===== config.mk =====
export PLATFORM = sky130hd
export DESIGN_NAME = op_identifier
export DESIGN_NICKNAME = d
export VERILOG_FILES = /design/src/rtl/opid_pkg.sv /design/src/rtl/opid_decode.sv /design/src/rtl/op_identifier.sv
export SDC_FILE = /design/constraint.sdc
export NUM_CORES = 1
export LEC_CHECK = 0
export BUFFER_PORTS_ARGS = -buffer_cell sky130_fd_sc_hd__buf_2
export CAP_MARGIN = 10
export CORE_MARGIN = 10
export CORE_UTILIZATION = 46
export CTS_CLUSTER_DIAMETER = 150
export CTS_CLUSTER_SIZE = 24
export DETAILED_ROUTE_END_ITERATION = 8
export GPL_TIMING_DRIVEN = 0
export MAX_ROUTING_LAYER = met4
export PLACE_DENSITY = 0.65
export REMOVE_ABC_BUFFERS = 1
export SETUP_SLACK_MARGIN = 0.15
export SYNTH_ARGS = -nofsm -noshare
export SYNTH_HDL_FRONTEND = slang
export SYNTH_HIERARCHICAL = 1
export SYNTH_SLANG_ARGS = --single-unit

===== constraint.sdc =====
create_clock -name clk -period 2.3 [get_ports clk]
set_input_delay 0.23 -clock clk [delete_from_list [all_inputs] [get_ports clk]]
set_output_delay 0.23 -clock clk [all_outputs]
set_load 0.02 [all_outputs]

===== src/rtl/opid_pkg.sv =====
// Shared constants and state encoding for the op_identifier block.
// Key codes and truth tables use bit index == stimulus vector index.
package opid_pkg;

  localparam logic [1:0] KEY_OR   = 2'b00;
  localparam logic [1:0] KEY_NOR  = 2'b01;
  localparam logic [1:0] KEY_XOR  = 2'b10;
  localparam logic [1:0] KEY_XNOR = 2'b11;

  localparam logic [3:0] TT_OR   = 4'b1110;
  localparam logic [3:0] TT_NOR  = 4'b0001;
  localparam logic [3:0] TT_XOR  = 4'b0110;
  localparam logic [3:0] TT_XNOR = 4'b1001;

  typedef enum logic [2:0] {
    IDLE,
    DRIVE,
    SAMPLE,
    DECIDE,
    DONE
  } state_t;

endpackage


===== src/rtl/opid_decode.sv =====
// Combinational truth-table decoder: maps a captured 4-entry table to {valid, key}.
// Unrecognised tables report valid=0 with key forced to the or code.
module opid_decode
  import opid_pkg::*;
(
  input  logic [3:0] tt,
  output logic       valid,
  output logic [1:0] key
);

  always_comb begin
    valid = 1'b1;
    key   = KEY_OR;
    case (tt)
      TT_OR:   key = KEY_OR;
      TT_NOR:  key = KEY_NOR;
      TT_XOR:  key = KEY_XOR;
      TT_XNOR: key = KEY_XNOR;
      default: begin
        valid = 1'b0;
        key   = KEY_OR;
      end
    endcase
  end

endmodule


===== src/rtl/op_identifier.sv =====
// Sweeps (x,y) through 00,01,10,11 into an unknown 2-input logic unit and identifies its key.
// Optional macro OPID_CONFIRM_EN runs the sweep twice and requires both tables to agree.
module op_identifier
  import opid_pkg::*;
#(
  parameter int SETTLE = 1
) (
  input  logic       clk,
  input  logic       rst_n,
  input  logic       start,
  output logic       x,
  output logic       y,
  input  logic       r,
  output logic       busy,
  output logic       done,
  output logic       valid,
  output logic [0:1] key
);

  localparam bit         NO_WAIT   = (SETTLE == 0);
  localparam logic [3:0] WAIT_LAST = (SETTLE == 0) ? 4'd0 : 4'(SETTLE - 1);

  state_t     state, next_state;
  logic [1:0] idx;
  logic [3:0] wait_cnt;
  logic [3:0] tt;
  logic       last_pass;
  logic       dec_valid;
  logic [1:0] dec_key;
  logic       match;

`ifdef OPID_CONFIRM_EN
  logic       pass;
  logic [3:0] tt_a;
  assign last_pass = pass;
  assign match     = dec_valid && (tt == tt_a);
`else
  assign last_pass = 1'b1;
  assign match     = dec_valid;
`endif

  opid_decode u_decode (
    .tt    (tt),
    .valid (dec_valid),
    .key   (dec_key)
  );

  always_ff @(posedge clk or negedge rst_n) begin
    if (!rst_n) state <= IDLE;
    else        state <= next_state;
  end

  // With SETTLE=0 the DRIVE state is skipped so each vector lasts a single SAMPLE cycle.
  always_comb begin
    next_state = state;
    case (state)
      IDLE:    if (start) next_state = NO_WAIT ? SAMPLE : DRIVE;
      DRIVE:   if (wait_cnt == WAIT_LAST) next_state = SAMPLE;
      SAMPLE: begin
        if (idx == 2'd3 && last_pass) next_state = DECIDE;
        else                          next_state = NO_WAIT ? SAMPLE : DRIVE;
      end
      DECIDE:  next_state = DONE;
      DONE:    next_state = IDLE;
      default: next_state = IDLE;
    endcase
  end

  always_ff @(posedge clk or negedge rst_n) begin
    if (!rst_n) begin
      idx      <= 2'd0;
      wait_cnt <= 4'd0;
      tt       <= 4'd0;
      valid    <= 1'b0;
      key      <= 2'b00;
`ifdef OPID_CONFIRM_EN
      pass     <= 1'b0;
      tt_a     <= 4'd0;
`endif
    end else begin
      case (state)
        IDLE: begin
          if (start) begin
            idx      <= 2'd0;
            wait_cnt <= 4'd0;
            tt       <= 4'd0;
`ifdef OPID_CONFIRM_EN
            pass     <= 1'b0;
`endif
          end
        end
        DRIVE: wait_cnt <= (wait_cnt == WAIT_LAST) ? 4'd0 : wait_cnt + 4'd1;
        SAMPLE: begin
          tt[idx]  <= r;
          idx      <= idx + 2'd1;
          wait_cnt <= 4'd0;
`ifdef OPID_CONFIRM_EN
          if (idx == 2'd3 && !pass) begin
            pass <= 1'b1;
            tt_a <= {r, tt[2:0]};
          end
`endif
        end
        DECIDE: begin
          valid <= match;
          key   <= match ? dec_key : KEY_OR;
        end
        default: ;
      endcase
    end
  end

  // idx wraps to 0 after the last vector, so x/y fall back to 00 outside the sweep.
  always_comb begin
    busy = (state == DRIVE) || (state == SAMPLE) || (state == DECIDE);
    done = (state == DONE);
    x    = ((state == DRIVE) || (state == SAMPLE)) & idx[1];
    y    = ((state == DRIVE) || (state == SAMPLE)) & idx[0];
  end

endmodule


==> results.sh <==
export IMPL_status="finished, final reports clean"
export IMPL_ant_nets=0
export IMPL_nets=114
export IMPL_tightest_slew_ns=0.5314
export IMPL_setup_viol_count_final=0
export IMPL_synth_top_family_by_area="simple AND/OR/NAND/NOR gates"
export IMPL_rows=16
export IMPL_fp_dieW_um=65.11
export IMPL_worstSetupPathType="flip-flop to output port"
export IMPL_power_mw=1.083
export IMPL_worstSkewPairLatency_ns=0.28
export IMPL_slew_viol_final=0
export IMPL_ys_types=34
export IMPL_power_density_nw_per_um2=1039
export IMPL_finalWorstPathRequiredPeriod_ns=1.727
export IMPL_fillCellCount=191
export IMPL_grt_pass1_wl_um=2911
export IMPL_start_util=0.4820
export IMPL_gp_congestion=0.8235
export IMPL_fmax_mhz=579.0
export IMPL_synth_area_per_cell_um2=10.28
export IMPL_dr_pass1_iters=4
export IMPL_area_growth_pct=11.36
export IMPL_holdWs_ns=0.2571
export IMPL_post_cts_buffers=0
export IMPL_rsz0062_at_grt="false"
export IMPL_synth_seq_cells=16
export IMPL_ios=11
export IMPL_power_leakage_nw=0.4991
export IMPL_skew_ns=0.004539
export IMPL_end_kind="output port"
export IMPL_gr_total_overflow=0
export IMPL_ys_seq_area_frac=0.4278
export IMPL_htreeDepth=1
export IMPL_synth_fa_ha_area_frac=0.08021
export IMPL_yosysWarnings=6
export IMPL_grt_max_degree=17
export IMPL_finalSetupTns_ns=0
export IMPL_antenna_found_initial=0
export IMPL_critical_path_arrival_ns=1.50
export IMPL_finalHoldViolations=0
export IMPL_n_antenna_cell=0
export IMPL_hpwl_um=1289
export IMPL_worstPathRequired_ns=2.07
export IMPL_holdCritPathClass="primary input to flip-flop"
export IMPL_synth_compound_area_frac=0.1684
export IMPL_muxShareOfSynthArea=0.02406
export IMPL_worstPathMaxFanout=12
export IMPL_synth_xor_area_share=0.01872
export IMPL_num_vias=669
export IMPL_wl_per_cell_um=12.98
export IMPL_clk_pin_slew_ns=0.09
export IMPL_drt_wl_total_um=1688
export IMPL_drive_above_1_share=0.2233
export IMPL_grt_pass1_vias=641
export IMPL_die_h_um=65.11
export IMPL_cts_tree="done"
export IMPL_vdd_ir_drop_max_uv=744.3
export IMPL_yosys_area_share_simple=0.2273
export IMPL_vias_per_cell=5.146
export IMPL_relSlewSlack=0.6457
export IMPL_netlist_area_um2=935.9
export IMPL_post_route_util=0.5367
export IMPL_layout_worst_path_cycle_share=0.7509
export IMPL_maxCapViolCount=0
export IMPL_dieArea_um2=4239
export IMPL_clockRootBuffer="clkbuf_4"
export IMPL_core_area_um2=1942
export IMPL_port_buffer_count=10
export IMPL_detail_route_iter0_violations=30
export IMPL_grt_usage=0.08911
export IMPL_clock_path_buffers=2
export IMPL_cts_made_buffers=3
export IMPL_remaining_drc_errors=0
export IMPL_cts_sinks=16
export IMPL_netlist_instances=91
export IMPL_startpoint_type="flip-flop"
-- worst max-delay path, cell delays in order, from the launching register on --
cell and delay, ns:
dfrtp_1 0.69, xnor2_1 0.17, nor3_1 0.16, buf_2 0.20
-- final cells by class --
type	count	area, µm²	share of cell area
multi-input combinational	65	485.5	0.4658
sequential	16	400.4	0.3842
timing repair buffer	11	60.06	0.05762
clock buffer	4	36.28	0.03481
tap	27	33.78	0.03241
inverter	7	26.28	0.02521
-- cell families after synthesis --
family,count (synthesis)
DFF,16
and+or+nand+nor,33
AOI/OAI and AO/OA,22
adders and majority gates,6
muxes,2
buffers and inverters,10
xor gates and xnor gates,2
-- power breakdown --
group / leakage (nW) / switching, mW / total [mW] / internal [mW]
combinational: 0.261 / 0.226 / 0.417 / 0.191
sequential: 0.217 / 0.135 / 0.480 / 0.345
clock: 0.0210 / 0.0901 / 0.186 / 0.0963
total: 0.499 / 0.451 / 1.08 / 0.632
-- cells in the mapped netlist (all sizes together) --
cell type,number,share of area
dfrtp,16,0.43
nand2,10,0.040
o21ai,10,0.053
inv,7,0.028
ha,6,0.080
nor2,5,0.028
a31o,4,0.037
and3,4,0.027
buf,3,0.025
nand3b,3,0.028
nor3,3,0.021
mux2,2,0.024
nand3,2,0.011
nor3b,2,0.040
o211ai,2,0.016
a21o,1,0.0080
a22o,1,0.0094
a22oi,1,0.0080
a32o,1,0.011
and2,1,0.0067
and3b,1,0.0094
nand2b,1,0.0067
nand4b,1,0.0094
o21bai,1,0.0080
o311ai,1,0.017
xnor2,1,0.0094
xor2,1,0.0094
-- cells in the final DEF, fill, tap and decap left out, drive strengths merged --
| master | count |
|---|---|
| o211ai | 2 |
| and3b | 1 |
| inv | 7 |
| a22o | 1 |
| and2 | 1 |
| and3 | 4 |
| nor2 | 5 |
| clkbuf | 4 |
| ha | 6 |
| nand2b | 1 |
| o21ai | 10 |
| a31o | 4 |
| o21bai | 1 |
| nand3 | 2 |
| dlygate4sd3 | 1 |
| a21o | 1 |
| nand4b | 1 |
| nor3 | 3 |
| dfrtp | 16 |
| nor3b | 2 |
| nand3b | 3 |
| a22oi | 1 |
| buf | 10 |
| nand2 | 10 |
| a32o | 1 |
| xnor2 | 1 |
| xor2 | 1 |
| o311ai | 1 |
| mux2 | 2 |
-- stage by stage --
stage / setup WS, ns / cells / instance area (µm²)
final: 0.5728 / 130 / 1042
after global routing: 0.4459 / 130 / 1042
after CTS: 0.5608 / 130 / 1042
after detailed placement: 0.8306 / 125 / 996.0
after global placement: 0.8441 / 125 / 996.0
after floorplan: 0.8365 / 88 / 912.1
-- final timing paths --
kind | start | endpoint | slack, ns | cells past startpoint
min in group asynchronous | rst_n | tt[3] | 0.39 | 2
hold / removal | start | state[0] | 0.26 | 3
hold reg to reg | key[0] | key[0] | 0.48 | 2
setup reg to reg | state[1] | tt[0] | 0.81 | 3
max in group asynchronous | rst_n | idx[1] | 1.64 | 2
setup / recovery | state[0] | x | 0.57 | 3
-- sequential cells by signal, summed over array words and instances, names as in the netlist --
register / cells
valid: 1
tt: 4
key: 2
idx: 2
wait_cnt: 4
state: 3
-- repair_timing --
item | in CTS | in global routing
gates resized for setup | 0 | 0
hold buffers | 1 | 0
hold endpoints to repair | 16 | 0
-- routing by layer --
layer / GRT usage / vias up / part of all wire
met5: - / - / 0
met4: 0.04545 / 0 / 0.0095
met1: 0.1013 / 311 / 0.47
li1: - / 348 / -
met2: 0.1342 / 8 / 0.47
met3: 0.03390 / 2 / 0.045
Note: power is estimated with default switching activity, not from simulation.
